File: src/rtl/rotozoom_param_gen.sv
// Per-frame rotozoom parameter generator: button-driven angle/scale update, sequential
// multiply into texture strides, centre offset. Optional build macro: ROTOZOOM_AUTOSPIN_EN.
module rotozoom_param_gen #(
  parameter logic [15:0] SCALE_INIT = 16'h4000,
  parameter int          SCALE_STEP = 50,
  parameter logic [15:0] SCALE_MIN  = 16'h0400,
  parameter logic [15:0] SCALE_MAX  = 16'h7FFF,
  parameter int unsigned TEX_SHIFT  = 3,
  parameter int          CENTRE_X   = 320,
  parameter int          CENTRE_Y   = 240
) (
  input  logic               clk,
  input  logic               resetn,
  input  logic               frame_start,
  input  logic               btn_inc_angle,
  input  logic               btn_dec_angle,
  input  logic               btn_inc_zoom,
  input  logic               btn_dec_zoom,
  input  logic signed [15:0] cos_val,
  input  logic signed [15:0] sin_val,
  output logic [7:0]         angle,
  output logic signed [16:0] u_stride,
  output logic signed [16:0] v_stride,
  output logic signed [16:0] u_start,
  output logic signed [16:0] v_start,
  output logic               params_valid,
  output logic               busy,
  output logic               overrun
);

  typedef enum logic [2:0] {
    StIdle, StUpdate, StWaitTab, StMulU, StMulV, StOffset, StDone
  } state_e;

`ifdef ROTOZOOM_AUTOSPIN_EN
  localparam bit AutoSpin = 1'b1;
`else
  localparam bit AutoSpin = 1'b0;
`endif

  localparam logic signed [17:0] ScaleStep = 18'(SCALE_STEP);
  localparam logic signed [17:0] ScaleMin  = $signed({2'b00, SCALE_MIN});
  localparam logic signed [17:0] ScaleMax  = $signed({2'b00, SCALE_MAX});
  localparam logic signed [16:0] CentreX   = 17'(CENTRE_X);
  localparam logic signed [16:0] CentreY   = 17'(CENTRE_Y);

  state_e state_q, state_d;

  // Sync bit order: {inc_angle, dec_angle, inc_zoom, dec_zoom}
  logic [3:0]         sync1_q, sync2_q;
  logic [7:0]         angle_q, angle_upd;
  logic [15:0]        scale_q, scale_upd;
  logic signed [17:0] scale_sum;
  logic signed [15:0] sin_q;
  logic signed [31:0] mcand_q, acc_q, acc_step, partial;
  logic [15:0]        mplier_q;
  logic [3:0]         bit_cnt_q;
  logic signed [16:0] stride_c;
  logic signed [16:0] u_str_q, v_str_q;
  logic signed [16:0] u_start_c, v_start_c;
  logic signed [16:0] u_stride_q, v_stride_q, u_start_q, v_start_q;
  logic               overrun_q;

  // State register
  always_ff @(posedge clk) begin
    if (!resetn) state_q <= StIdle;
    else         state_q <= state_d;
  end

  // Next-state logic
  always_comb begin
    state_d = state_q;
    unique case (state_q)
      StIdle:    if (frame_start) state_d = StUpdate;
      StUpdate:  state_d = StWaitTab;
      StWaitTab: state_d = StMulU;
      StMulU:    if (bit_cnt_q == 4'd15) state_d = StMulV;
      StMulV:    if (bit_cnt_q == 4'd15) state_d = StOffset;
      StOffset:  state_d = StDone;
      StDone:    state_d = StIdle;
      default:   state_d = StIdle;
    endcase
  end

  // Outputs; the new angle is presented during UPDATE so the registered tables hold
  // its cos/sin by the end of WAIT_TAB.
  always_comb begin
    angle        = (state_q == StUpdate) ? angle_upd : angle_q;
    busy         = (state_q != StIdle);
    params_valid = (state_q == StDone);
  end

  assign u_stride = u_stride_q;
  assign v_stride = v_stride_q;
  assign u_start  = u_start_q;
  assign v_start  = v_start_q;
  assign overrun  = overrun_q;

  always_comb begin
    angle_upd = angle_q;
    if (sync2_q[3] && !sync2_q[2])                   angle_upd = angle_q + 8'd1;
    else if (!sync2_q[3] && sync2_q[2])              angle_upd = angle_q - 8'd1;
    else if (AutoSpin && !sync2_q[3] && !sync2_q[2]) angle_upd = angle_q + 8'd1;
  end

  always_comb begin
    scale_sum = $signed({2'b00, scale_q});
    if (sync2_q[1] && !sync2_q[0])      scale_sum = scale_sum + ScaleStep;
    else if (!sync2_q[1] && sync2_q[0]) scale_sum = scale_sum - ScaleStep;
    if (scale_sum > ScaleMax)      scale_upd = SCALE_MAX;
    else if (scale_sum < ScaleMin) scale_upd = SCALE_MIN;
    else                           scale_upd = scale_sum[15:0];
  end

  // Shift-add step; bit 15 of the multiplier carries negative weight (two's complement).
  always_comb begin
    partial  = mplier_q[0] ? mcand_q : 32'sd0;
    acc_step = (bit_cnt_q == 4'd15) ? acc_q - partial : acc_q + partial;
    stride_c = 17'(acc_step >>> (16 + TEX_SHIFT));
  end

  always_comb begin
    u_start_c = CentreY * v_str_q - CentreX * u_str_q;
    v_start_c = -(CentreX * v_str_q) - CentreY * u_str_q;
  end

  always_ff @(posedge clk) begin
    if (!resetn) begin
      sync1_q    <= '0;
      sync2_q    <= '0;
      angle_q    <= '0;
      scale_q    <= SCALE_INIT;
      sin_q      <= '0;
      mcand_q    <= '0;
      mplier_q   <= '0;
      acc_q      <= '0;
      bit_cnt_q  <= '0;
      u_str_q    <= '0;
      v_str_q    <= '0;
      u_stride_q <= '0;
      v_stride_q <= '0;
      u_start_q  <= '0;
      v_start_q  <= '0;
      overrun_q  <= 1'b0;
    end else begin
      sync1_q   <= {btn_inc_angle, btn_dec_angle, btn_inc_zoom, btn_dec_zoom};
      sync2_q   <= sync1_q;
      overrun_q <= frame_start && (state_q != StIdle);
      unique case (state_q)
        StUpdate: begin
          angle_q <= angle_upd;
          scale_q <= scale_upd;
        end
        StWaitTab: begin
          sin_q     <= sin_val;
          mcand_q   <= {{16{cos_val[15]}}, cos_val};
          mplier_q  <= scale_q;
          acc_q     <= '0;
          bit_cnt_q <= '0;
        end
        StMulU, StMulV: begin
          acc_q     <= acc_step;
          mcand_q   <= mcand_q <<< 1;
          mplier_q  <= mplier_q >> 1;
          bit_cnt_q <= bit_cnt_q + 4'd1;
          if (bit_cnt_q == 4'd15) begin
            if (state_q == StMulU) begin
              u_str_q  <= stride_c;
              acc_q    <= '0;
              mcand_q  <= {{16{sin_q[15]}}, sin_q};
              mplier_q <= scale_q;
            end else begin
              v_str_q <= stride_c;
            end
          end
        end
        StOffset: begin
          u_stride_q <= u_str_q;
          v_stride_q <= v_str_q;
          u_start_q  <= u_start_c;
          v_start_q  <= v_start_c;
        end
        default: ;
      endcase
    end
  end

endmodule

File: config.mk
export PLATFORM = sky130hd
export DESIGN_NAME = rotozoom_param_gen
export DESIGN_NICKNAME = d
export VERILOG_FILES = /design/src/rtl/rotozoom_param_gen.sv
export SDC_FILE = /design/constraint.sdc
export NUM_CORES = 1
export LEC_CHECK = 0
export ABC_AREA = 1
export CORE_MARGIN = 4
export CORE_UTILIZATION = 45
export DETAILED_ROUTE_END_ITERATION = 16
export SYNTH_ARGS = -nofsm -noshare
export SYNTH_HDL_FRONTEND = slang
export SYNTH_SLANG_ARGS = --single-unit
File: constraint.sdc
create_clock -name clk -period 12.05 [get_ports clk]
set_input_delay 1.8075 -clock clk [delete_from_list [all_inputs] [get_ports clk]]
set_output_delay 1.8075 -clock clk [all_outputs]
set_load 0.02 [all_outputs]
# Yosys cells after proc, flatten, opt, wreduce, memory -nomap -nowiden
# Index checks and enable logic that the tools add are counted.
[op_classes] n_reduce_logical=16 order_cmp=2 n_mux=23 n_bitwise=1 addsub=10 multipliers=4 eq_ne=10
[ops] operator="$mux 32" count=6
[ops] operator="$pmux 32 s2" count=2
[ops] operator="$mux 16" count=4
[ops] operator="$mux 18" count=2
[ops] operator="$sub 17x17->17" count=2
[ops] operator="$add 32x32->32" count=1
[ops] operator="$pmux 16 s2" count=1
[ops] operator="$sub 32x32->32" count=1
[ops] operator="$mul 4x13->11 const A" count=2
[ops] operator="$mul 5x13->13 const A" count=2
[ops] operator="$mux 8" count=3
[ops] operator="$gt 18x16->1 const B" count=1
[ops] operator="$lt 18x12->1 const B" count=1
[ops] operator="$pmux 3 s6" count=1
[ops] operator="$add 16x6->17 const B" count=1
[ops] operator="$neg 17->17" count=1
[ops] operator="$sub 16x6->17 const B" count=1
[ops] operator="$eq 3x3->1 const B" count=3
[ops] operator="$mux 3" count=3
[ops] operator="$reduce_and 3->1" count=3
[ops] operator="$add 8x1->8 const B" count=1
[ops] operator="$pmux 4 s2" count=1
[ops] operator="$sub 8x1->8 const B" count=1
[ops] operator="$eq 3x2->1 const B" count=2
[ops] operator="11 further kinds" count=20
[word_totals] wordCells=83 out_inout_bits=79 reg_bits=222

# Longest topological paths before layout
# Gate-level depths: netlist of run 1.
[depth] word_depth=7 depth_mapped=28

# Worst setup path before layout of run 1
# No wires, ideal clock.
[synth_timing] path_kind="reg-to-reg" startpoint="register u_str_q[0]" endpoint="register v_start_q[16] (netlist: v_start[16])" n_path_buf=0 period_less_slack_ns=4.690 path_stages_with_launch=28 arrival_ns=4.570 required_time_ns=11.931 slack_ns=7.360 cell_sequence="dfxtp_1 inv_1 ha_1 ha_1 xnor2_1 inv_1 ha_1 or2_2 ha_1 nand2_1 o21ai_0 nand2_1 nand2_1 nand3_1 nand2_1 a21oi_1 o21ai_0 xor2_1 ha_1 ha_1 inv_1 nor3_1 nand3_1 nand4_1 xor2_1 nand3_1 nand2_1 a21oi_1"
[synth_between] elab_chain_len=2
[synth_lines] element="start: declaration" line="59" rtl="logic signed [16:0] u_str_q, v_str_q;"
[synth_lines] element="start signal: assignment" line="168" rtl="u_str_q <= stride_c;"
[synth_lines] element="$mul 5x13->13" line="124" rtl="v_start_c = -(CentreX * v_str_q) - CentreY * u_str_q;"
[synth_lines] element="$sub 17x17->17" line="124"
[synth_lines] element="end signal: assignment" line="181" rtl="v_start_q <= v_start_c;"
[synth_lines] element="end: declaration" line="61" rtl="logic signed [16:0] u_stride_q, v_stride_q, u_start_q, v_start_q;"
# Every way passes these cells.
# A chain may end at the register's enable or synchronous reset.

# Final worst setup path of run 1
[layout_timing] startpoint="register u_str_q[1]" endpoint="register v_start_q[16] (netlist: v_start[16])"
# The elaborated chain is that of the path after synthesis.

==> results.yml, run 1 <==
sta:
  skew_ns: 0.0169
  max-slew-margin-rel_pct: 31.6
  worst_pin_slew_ns: 1.03
  min_period_ns: 5.24
  rsz0062_at_grt: "no"
  maxSlewViolCount: 0
  hold_viol: 0
  period_share_pct: 43.5
  setup_tns_ns: 0
  setup_viol: 0
  fmax_mhz: 191
clock_network:
  cts_sinks: 212
  htreeDepth: 1
  cts_setup_buffers: 0
  cts_max_path_buffers: 3
  hold_buffers: 0
  cts_resized: 0
  insertion_delay_ns: 0.55
  cts_root_buf: "clkbuf_16"
  cts.clk_slew.worst_paths_ns: 0.07
  cts_tree: "yes"
  cts-buffers-inserted: 26
cells_and_area:
  final_common_cell: "nand2_1"
  final_util_pct: 51.7
  fill_cells: 3566
  most-common-layout-cells: "427 x nand2_1, 337 x inv_1, 233 x a21oi_1"
  final_layout_size_suffix_gt1_share_pct: 5.77
  ff_latch_area_mm2: 0.00424
  multi_input_area_mm2: 0.0101
  diodes: 0
  area.growth.synth_to_final_pct: 13.4
  num-nets-final: 2589
routing:
  first_pass_iters: 5
  wl_per_cell_um: 15.7
  drc: 0
  vias: 14800
  routed_wl_mm: 44.8
  vias_per_cell: 5.20
  ant_nets: 0
  drtIter0Drc: 743
min_path:
  holdCritPathClass: "register to register"
yosys:
  synth_enable_flop_cells: 0
  synth_area_mm2: 0.0162
  synth_ff_type: "dfxtp_1"
  ys_types: 63
  ys_seq_elements: 212
  yosys_warnings: 0
  syn_area_per_cell_um2: 6.99
  seq_area_frac_synth_pct: 26.2
  async_reset_ff_share_pct: 0
  syn_inst: 2313
setup_path:
  critPathCaptureType: "register"
  crit_type: "register to register"
  cp_max_fo: 6
  arrival_ns: 5.65
  required_ns: 12.46
  startpoint_type: "register"
place:
  dp_hpwl_mm: 34.4
  globalplace.congestion: 0.929
  io_buffers: 109
global_routing:
  antenna_found_initial: 0
  grt_pass1_vias: 14300
  grt_first_pass_wirelength_mm: 72.9
  gr-total-overflow: 0
  track_usage_pct: 22.6
  grt_max_degree: 82
die:
  initial_core_util_pct: 45.6
  die_x_um: 198
  fp.dieArea_mm2: 0.0390
  die_y_um: 198
  row_count: 69
  ios: 118
  coreArea_mm2: 0.0355
job:
  cap_violations: 0
pwr:
  power_leakage_nw: 9.17
  peakVddDrop_v: 0.000154
  power_density_mw_per_mm2: 233
status:
  status: "completed"
==> cell families (layout without fill, tap and decap cells) <==
family | Yosys count | in the layout | share of synthesized area, %
and+or+nand+nor | 797 | 797 | 21.6
DFF | 212 | 212 | 26.2
AOI/OAI and AO/OA | 559 | 559 | 18.9
other | 1 | 8 | 0.0232
xor gates and xnor gates | 112 | 112 | 6.07
buffers and inverters | 451 | 522 | 11.4
adders and majority gates | 179 | 179 | 15.6
muxes | 2 | 2 | 0.124
==> through the flow <==
stage          power [mW]  area, um2  std cells  setup slack (ns)  hold WS (ns)
3_3_place_gp         3.41      17400       2804              6.98         0.396
5_1_grt              4.63      18300       2852              6.30         0.430
3_5_place_dp         3.42      17400       2804              6.87         0.400
6_report             4.27      18300       2852              6.81         0.411
2_1_floorplan        2.72      16200       2320              7.36         0.390
4_1_cts              4.27      18300       2852              6.82         0.413
==> final cells by class <==
cell class | instances | share of cell area (%)
multi-input combinational | 1657 | 55.2
sequential | 212 | 23.1
inverter | 357 | 7.33
timing repair buffer | 117 | 6.26
clock buffer | 34 | 3.88
tap | 461 | 3.15
clock inverter | 14 | 1.06
==> flip-flops by register name, summed over array words and instances (netlist names) <==
signal	cells
u_str_q	13
state_q	3
u_start	12
bit_cnt_q	4
u_stride	13
acc_q	32
mplier_q	16
sync1_q	4
angle_q	8
v_str_q	13
sync2_q	4
overrun	1
v_stride	13
v_start	12
scale_q	16
sin_q	16
mcand_q	32
==> final timing paths <==
path | cells after the start | end | slack [ns] | startpoint
max | 27 | v_start[16] | 6.81 | u_str_q[1]
min | 2 | sync2_q[2] | 0.41 | sync1_q[2]
max reg2reg | 27 | v_start[16] | 6.81 | u_str_q[1]
min reg2reg | 2 | sync2_q[2] | 0.41 | sync1_q[2]
==> critical path, stage by stage, from the launching register on <==
cell     delay [ns]
dfxtp_1        0.43
inv_1          0.16
ha_1           0.37
ha_1           0.33
xnor2_1        0.21
inv_1          0.08
ha_1           0.20
or2_2          0.30
ha_1           0.38
nand2_1        0.06
o21ai_0        0.26
nand2_1        0.09
nand2_1        0.10
nand3_1        0.07
nand2_1        0.09
a21oi_1        0.06
o21ai_0        0.19
xor2_1         0.17
ha_1           0.25
ha_1           0.34
inv_1          0.07
nor3_1         0.24
nand3_1        0.11
nand4_1        0.13
xor2_1         0.19
nand3_1        0.09
nand2_1        0.07
a21oi_1        0.05
==> synthesized netlist by cell type, drive strengths merged, types with 2 or more instances <==
cell type,count,area share [%]
and3,2,0.077
a21boi,5,0.26
o21a,9,0.42
or2,12,0.46
inv,356,8.3
nand2,447,11
xnor2,30,1.6
o31ai,5,0.23
a211oi,4,0.19
a22oi,2,0.093
nor2,186,4.9
a31oi,14,0.54
ha,141,11
o211ai,6,0.28
buf,43,1.9
fa,38,4.7
dfxtp,212,26
nor3,21,0.71
clkbuf,51,1.2
xor2,82,4.4
a21o,13,0.60
o2111ai,3,0.16
nor4,3,0.12
o21ai,235,7.4
nand4,25,1.1
o21bai,18,0.84
nand3b,5,0.31
o22ai,3,0.12
nand3,95,3.0
a22o,2,0.11
mux2i,2,0.12
a21oi,235,7.3
==> per-layer routing <==
layer | global-route usage (%) | wire length (um) | vias to the layer above
li1 | - | - | 7610
met3 | 2.85 | 1790 | 66
met2 | 39.1 | 21100 | 287
met4 | 6.02 | 1270 | 0
met5 | 0 | 0 | -
met1 | 30.0 | 20600 | 6855
==> where the power goes <==
| part | switching, mW | total, mW | internal, mW |
|---|---|---|---|
| clock | 0.324 | 0.827 | 0.503 |
| sequential | 0.0953 | 0.919 | 0.824 |
| combinational | 1.76 | 2.52 | 0.759 |
| total | 2.18 | 4.27 | 2.09 |
Note: power is estimated with default switching activity, not from simulation.
==> run 2: changes to the inputs <==
==> constraint.sdc (replaced) <==
create_clock -name clk -period 4.9 [get_ports clk]
set_input_delay 0.735 -clock clk [delete_from_list [all_inputs] [get_ports clk]]
set_output_delay 0.735 -clock clk [all_outputs]
set_load 0.02 [all_outputs]
==> results.yml, run 2 (synthesis gave the netlist of run 1 again) <==
sta:
  whs_ns: 0.405
  max-slew-margin-rel_pct: 30.9
  setup_viol: 0
  fmax_mhz: 219
  skew_ns: 0.0154
  hold_viol: 0
  setup_tns_ns: 0
  maxSlewViolCount: 0
  rsz0062_at_grt: "no"
  setup_ws_ns: 0.342
  period_share_pct: 93.0
  worst_pin_slew_ns: 1.03
  min_period_ns: 4.56
pwr:
  p_total_mw: 10.3
  p_comb_share_pct: 59.7
  switching_share_pct: 51.3
  p_int_mw: 4.99
  power_leakage_nw: 9.19
  power.switching_mw: 5.26
  power_density_mw_per_mm2: 557
  peakVddDrop_v: 0.000380
  clkPwrFrac_pct: 18.2
  power.share.sequential_pct: 22.2
cells_and_area:
  fill_cells: 3543
  area.growth.synth_to_final_pct: 13.8
  num-nets-final: 2601
  finalNonFillerCells: 2860
  final_common_cell: "nand2_1"
  final_layout_size_suffix_gt1_share_pct: 6.42
  ff_latch_area_mm2: 0.00425
  most-common-layout-cells: "427 x nand2_1, 337 x inv_1, 232 x a21oi_1"
  multi_input_area_mm2: 0.0102
  diodes: 0
  reg_top3: "acc_q (32), mcand_q (32)"
clock_network:
  insertion_delay_ns: 0.55
  cts.clk_slew.worst_paths_ns: 0.06
  cts_root_buf: "clkbuf_16"
  cts_tree: "yes"
  cts_sinks: 212
  cts-buffers-inserted: 26
  cts_max_path_buffers: 3
  hold_buffers: 0
  htreeDepth: 1
place:
  dp_worst_setup_slack_ns: 0.0220
  dp_hpwl_mm: 33.8
  dp.cells: 2816
  globalplace.congestion: 0.912
  io_buffers: 109
setup_path:
  cpPeakStageDelay_ns: 0.36
  cp_slowest_cell: "dfxtp_1"
  cp_max_fo: 4
  startpoint_type: "register"
  critPathTopFamily: "adder cells"
  required_ns: 5.31
  crit_buf_inv: 3
  crit_type: "register to register"
  cp_common_cell: "nand2_1"
  arrival_ns: 4.97
  critPathCaptureType: "register"
routing:
  drtIter0Drc: 660
  wl_per_cell_um: 15.4
  vias_per_cell: 5.19
  drc: 0
  vias: 14800
  routed_wl_mm: 44.0
  ant_nets: 0
  first_pass_iters: 5
job:
  cap_violations: 0
die:
  coreArea_mm2: 0.0355
  fp.dieArea_mm2: 0.0390
  ios: 118
  die_x_um: 198
  row_count: 69
  initial_core_util_pct: 45.6
  die_y_um: 198
min_path:
  holdCritPathClass: "register to register"
status:
  status: "completed"
global_routing:
  grt_pass1_vias: 14600
  track_usage_pct: 22.3
  gr-total-overflow: 0
  antenna_found_initial: 0
  grt_max_degree: 102
  grt_first_pass_wirelength_mm: 73.0
run 2: cell count changes in the layout (fill, tap and decap cells not counted), moves of 2 or more:
cell       delta
buf_4        +12
bufinv_16     -3
clkbuf_1      +4
clkbuf_8      +2
clkinv_2      -4
clkinv_4      -2
dfxtp_1       -4
dfxtp_2       +4
ha_1          -2
ha_4          +2
o21ai_0       -2
o31ai_1       -2
o31ai_2       +2
run 2: path summary, 6_finish.rpt:
path | depth (start not counted) | slack (ns) | end | from
setup reg to reg | 27 | 0.34 | v_start[16] | u_str_q[1]
hold reg to reg | 2 | 0.40 | sync2_q[0] | sync1_q[0]
setup / recovery | 27 | 0.34 | v_start[16] | u_str_q[1]
hold / removal | 2 | 0.40 | sync2_q[0] | sync1_q[0]
run 2: tightest hold or removal path, delay by kind of cell (launching register included):
family	cells	cell delay, ns
and+or+nand+nor	1	0.04
DFF	1	0.30
buffers and inverters	1	0.04
run 2: per-layer routing:
metal	global-route usage, %	wire [um]	vias up
li1	-	-	7637
met1	29.0	20200	6834
met2	38.3	20500	288
met3	2.92	1700	84
met4	7.80	1680	0
met5	0	0	-
run 2: power by group through the flow:
stage | clock network, mW | registers (mW) | logic (mW)
final | 1.86 | 2.27 | 6.12
after global routing | 1.97 | 2.31 | 6.92
after CTS | 1.91 | 2.27 | 6.09
after detailed placement | 0 | 2.30 | 6.06
after global placement | 0 | 2.29 | 6.01
after floorplan | 0 | 2.24 | 4.44
run 2: layout make-up:
| class | count | area share [%] |
|---|---|---|
| clock inverter | 4 | 0.320 |
| multi-input combinational | 1657 | 55.3 |
| inverter | 357 | 7.31 |
| sequential | 212 | 23.1 |
| clock buffer | 40 | 4.09 |
| timing repair buffer | 129 | 6.73 |
| tap | 461 | 3.14 |
run 2: timing repair:
action | CTS | global route
buffers inserted | 0 | 0
hold endpoints to repair | 0 | 0
cloned | 0 | 0
gates resized for setup | 1 | 13
endpoints found under the setup margin | 1 | 4
run 2: metrics by stage:
stage,area [um2],util [%]
floorplan,16200,-
global placement,17500,49.4
detailed placement,17500,49.4
CTS,18300,51.7
global route,18400,51.8
finish,18400,51.8
==> edit 1: new RTL, flow settings as in run 2 <==
Re-encode `state_e` (7 states) as Gray code, 3 bits wide.
--- a/src/rtl/rotozoom_param_gen.sv
+++ b/src/rtl/rotozoom_param_gen.sv
@@ -31,3 +31,3 @@
   typedef enum logic [2:0] {
-    StIdle, StUpdate, StWaitTab, StMulU, StMulV, StOffset, StDone
+    StIdle = 3'b000, StUpdate = 3'b001, StWaitTab = 3'b011, StMulU = 3'b010, StMulV = 3'b110, StOffset = 3'b111, StDone = 3'b101
   } state_e;
Formal check against the unedited RTL: same outputs for any inputs over 4 cycles, from zero or initial values and one cycle with resetn low; so few cycles prove little.
==> edit 1 against run 2 <==
Count of clock-buffer cells in the layout fell by 3; sequential share of layout area down 0.12 points; setup slack worse by 16 ps; non-clock buffer count is 3 higher; clock skew rose by 7.0 ps; power increased by 15%; synthesized area is 0.12% lower; sequential cell count did not move; wire length down 1.8%; final area is 0.56% higher; critical path type unchanged; critical endpoint is now u_start[16]; largest power group unchanged.
==> edit 1: results (changes against run 2) <==
| Metric | Value |
|---|---|
| Status | `finished, final reports clean (unchanged)` |
| Library cells used by synthesis | `59 (was 63)` |
| Critical path class | `register to register (unchanged)` |
| Placed Cells incl. Taps | `2,801 (was 2,816)` |
| Most frequent cells after synthesis | `nand2_1, inv_1, a21oi_1 (unchanged)` |
| Hold_sp | `sync1_q[0] (unchanged)` |
| Nets | `2,588 (was 2,601)` |
| Num CTS Buffers | `25 (was 26)` |
| Via-to-Cell Ratio | `5.20 (was 5.19)` |
| Maximum vdd ir drop | `0.000587 V (was 0.000380 V)` |
| FFs w/ async S/R, synth | `0% (unchanged)` |
| H-tree levels | `1 (unchanged)` |
| Vias in the first global route | `14,400 (was 14,600)` |
| Setup Skew | `22.4 ps (was 15.4 ps)` |
| Top post-synthesis cells by area | `dfxtp_1, ha_1, nand2_1 (unchanged)` |
| Gpl congestion | `0.916 (was 0.912)` |
| Gr usage total | `21.7% (was 22.3%)` |
| Worst-path fanout max | `4 (unchanged)` |
| IO Port Bufs | `109 (unchanged)` |
| Vias post-DR | `14,800 (about the same)` |
| Leakage power | `9.05 nW (was 9.19 nW)` |
| Worst path max stage delay | `510 ps (was 360 ps)` |
| Synth warn | `0 (unchanged)` |
| Initial antenna violation count | `1 (was 0)` |
| Rel. slew slack | `30.4% (was 30.9%)` |
| Starting DRT DRC Count | `809 (was 660)` |
| Clock slew at reported path FFs | `60 ps (about the same)` |
| Hpwl dp | `33,000 µm (was 33,800 µm)` |
| Pre-antenna DRT Iters | `5 (unchanged)` |
| Register area share after synthesis | `26.3% (was 26.2%)` |
| WP data arrival | `5080 ps (was 4970 ps)` |
| Insertion delay to the later sink of the worst-skew pair | `550 ps (about the same)` |
| Drt total wl | `43,200 µm (was 44,000 µm)` |
| Largest net degree at the start of global routing | `114 (was 102)` |
| Share of layout cells above drive strength 1 | `6.92% (was 6.42%)` |
| Top flop regs | `acc_q x32, mcand_q x32 (unchanged)` |
| CTS max path bufs | `3 (unchanged)` |
| Reg-to-reg critical path startpoint | `v_str_q[2] (was u_str_q[1])` |
| HP Class | `register to register (unchanged)` |
| Clock root buffer | `clkbuf_16 (unchanged)` |
| # fillers | `3,557 (was 3,543)` |
| Slowest-stage cell, CP | `fa_1 (was dfxtp_1)` |
| Critical path's top delay family | `adder cells (unchanged)` |
| Antenna fix cells | `0 (unchanged)` |
| Post-DP Area | `17,500 µm² (about the same)` |
| Final critical-path share of the clock period | `93.3% (was 93.0%)` |
| First-pass GRT wire length | `71,100 µm (was 73,000 µm)` |
| Worst R2R Setup Slack | `330 ps (was 340 ps)` |
| Hold slack final | `415 ps (was 405 ps)` |
| Pre-CTS setup slack | `-72.3 ps (was 22.0 ps)` |
| Cells after synthesis | `2,296 (was 2,313)` |
[edit 1: cell types whose count changed after synthesis, sizes merged, moves of 5 or more]
cell / delta
a221oi: +14
nor2: +5
inv: -5
o21ai: +15
a21o: -7
a31oi: +6
a21oi: -16
nand2: -20
[edit 1: routing by layer]
metal  wire [µm]  vias up  GRT usage [%]
met5          13        -              0
met4        1330        2           6.88
met3        1820       65           2.63
met2       20700      303           38.4
met1       19300     6799           27.7
li1            -     7638              -
[edit 1: what timing repair did]
action / CTS / global route
resized for setup: 2 / 19
setup endpoints to repair: 1 / 3
gates cloned: 0 / 0
pin swaps: 0 / 3
setup buffers: 0 / 1
[edit 1: power by group]
part	internal [mW]	total, mW	switching (mW)
sequential	2.07	2.36	0.286
combinational	2.33	7.50	5.17
clock	1.18	1.94	0.760
[edit 1: path summary, 6_finish.rpt]
| check | depth (start not counted) | end |
|---|---|---|
| setup / recovery | 23 | u_start[16] |
| hold / removal | 2 | sync2_q[0] |
| setup reg to reg | 23 | u_start[16] |
| hold reg to reg | 2 | sync2_q[0] |
[edit 1: cells by family after synthesis]
group	Yosys count	synth area share, %
DFF	212	26.3
and+or+nand+nor	772	20.6
muxes	1	0.0620
xor gates and xnor gates	115	6.24
buffers and inverters	445	11.1
adders and majority gates	181	15.8
other	1	0.0232
AOI/OAI and AO/OA	569	19.9
[edit 1: cell type report]
cell class	instances	area (µm²)	share of cell area (%)
multi-input combinational	1646	10200	55.4
sequential	212	4250	23.0
inverter	351	1320	7.13
timing repair buffer	132	1260	6.82
clock buffer	37	731	3.95
tap	461	577	3.12
clock inverter	8	119	0.643
==> edit 2: new RTL, settings of run 2 <==
Made on the original files. The option `ROTOZOOM_AUTOSPIN_EN` is turned on by a define.
--- a/src/rtl/rotozoom_param_gen.sv
+++ b/src/rtl/rotozoom_param_gen.sv
@@ -2,2 +2,4 @@
 // multiply into texture strides, centre offset. Optional build macro: ROTOZOOM_AUTOSPIN_EN.
+`define ROTOZOOM_AUTOSPIN_EN
+
 module rotozoom_param_gen #(
Function: changed (Yosys sat finds a counterexample within 4 cycles, from zero or initial values and one cycle with resetn low).
==> edit 2 against run 2 <==
Die area shrank 0.33%; cell count grew 1.9%; wire length grew 2.5%; first-iteration DRC count grew 16%; sequential cell count is the same; maximum frequency shrank 2.5%; power grew 32%; count of clock-buffer cells in the layout is the same; synthesized area shrank 0.34%; sequential share of layout area shrank 0.22 points; final area grew 1.2%; setup slack lost 120 ps; critical path depth shrank 4; critical path type unchanged.
==> edit 2: results (changes against run 2) <==
| Metric | Value |
|---|---|
| Status | `finished, final reports clean (unchanged)` |
| Nets | `2,652 (was 2,601)` |
| M3 GR Usage | `3.04% (was 2.92%)` |
| Minimum clock period | `4670 ps (was 4560 ps)` |
| Met2 WL | `21,600 µm (was 20,500 µm)` |
| Setup bufs post-CTS | `1 (was 0)` |
| Starting DRT DRC Count | `764 (was 660)` |
| Slowest-stage cell, CP | `fa_1 (was dfxtp_1)` |
| Vias post-DR | `15,000 (was 14,800)` |
| Syn avg cell area | `6.84 µm² (was 6.99 µm²)` |
| Hpwl dp | `34,500 µm (was 33,800 µm)` |
| Seq pwr | `2.50 mW (was 2.27 mW)` |
| Initial Util | `45.4% (was 45.6%)` |
| Share of layout cells above drive strength 1 | `6.32% (was 6.42%)` |
| Met3 WL | `1490 µm (was 1700 µm)` |
| Hold slack final | `413 ps (was 405 ps)` |
| First-pass GRT wire length | `73,600 µm (was 73,000 µm)` |
| Rel. slew slack | `37.2% (was 30.9%)` |
| Library cells used by synthesis | `55 (was 63)` |
| Pre-CTS setup slack | `-50.2 ps (was 22.0 ps)` |
| Register area share after synthesis | `26.3% (was 26.2%)` |
| Leakage power | `9.31 nW (was 9.19 nW)` |
| Met1 Use GR | `30.5% (was 29.0%)` |
| Pre-antenna DRT Iters | `7 (was 5)` |
| Placed Cells incl. Taps | `2,863 (was 2,816)` |
| Worst R2R Setup Slack | `230 ps (was 340 ps)` |
| Maximum vdd ir drop | `0.000713 V (was 0.000380 V)` |
| Most frequent cells after synthesis | `nand2_1, inv_1, a21oi_1 (unchanged)` |
| Via-to-Cell Ratio | `5.14 (was 5.19)` |
| Post-DP Area | `17,500 µm² (about the same)` |
| M1 WL | `20,900 µm (was 20,200 µm)` |
| Clk pwr share | `15.4% (was 18.2%)` |
| Worst-path fanout max | `5 (was 4)` |
| Largest net degree at the start of global routing | `84 (was 102)` |
| M2 GR Usage | `39.3% (was 38.3%)` |
| Power per cell area | `726 nW/µm² (was 557 nW/µm²)` |
| # fillers | `3,545 (was 3,543)` |
| Psw | `7.33 mW (was 5.26 mW)` |
| Routed WL per cell | `15.5 µm (was 15.4 µm)` |
-- edit 2: cell count changes after synthesis, sizes merged, moves of 4 or more --
cell    change
a21o        -4
nor3        +7
nand2      +17
inv        +25
a21oi      +10
nand3       +7
a21boi      -4
o21ai       -4
-- edit 2: worst register-to-register path, cell delays in order, from the launching register on --
cell,delay [ps]
dfxtp_1,310
buf_4,160
ha_1,310
fa_1,500
inv_1,50
fa_1,490
inv_1,40
ha_1,360
nand2_1,90
nor3_2,170
a21oi_2,100
nor3_1,150
nor2_1,70
xor2_1,140
ha_1,300
ha_1,360
inv_1,130
o21ai_0,100
a31oi_1,270
nand3_1,120
nand2_1,90
nand3_1,80
o211ai_1,110
inv_1,50
-- edit 2: logic make-up (layout without fill, tap and decap cells) --
| family | count (synthesis) | in the layout | synth area share (%) |
|---|---|---|---|
| XOR/XNOR | 107 | 107 | 5.82 |
| AO/OA/AOI/OAI | 556 | 556 | 18.6 |
| buffers and inverters | 477 | 566 | 11.8 |
| flip-flops | 212 | 212 | 26.3 |
| multiplexers | 3 | 3 | 0.186 |
| adder cells (fa/ha/maj) | 179 | 179 | 15.7 |
| AND/OR/NAND/NOR | 822 | 822 | 21.6 |
| other | 1 | 8 | 0.0233 |
-- edit 2: final timing paths --
check / cells past startpoint / start / end
max: 23 / u_str_q[4] / v_start[15]
min: 2 / sync1_q[0] / sync2_q[0]
min reg2reg: 2 / sync1_q[0] / sync2_q[0]
max reg2reg: 23 / u_str_q[4] / v_start[15]
-- edit 2: final cells by class --
type,count,area (µm²),area share [%]
timing repair buffer,136,1290,6.94
multi-input combinational,1675,10100,54.4
sequential,212,4260,22.9
clock buffer,40,815,4.38
clock inverter,8,119,0.639
inverter,382,1440,7.71
tap,461,577,3.10
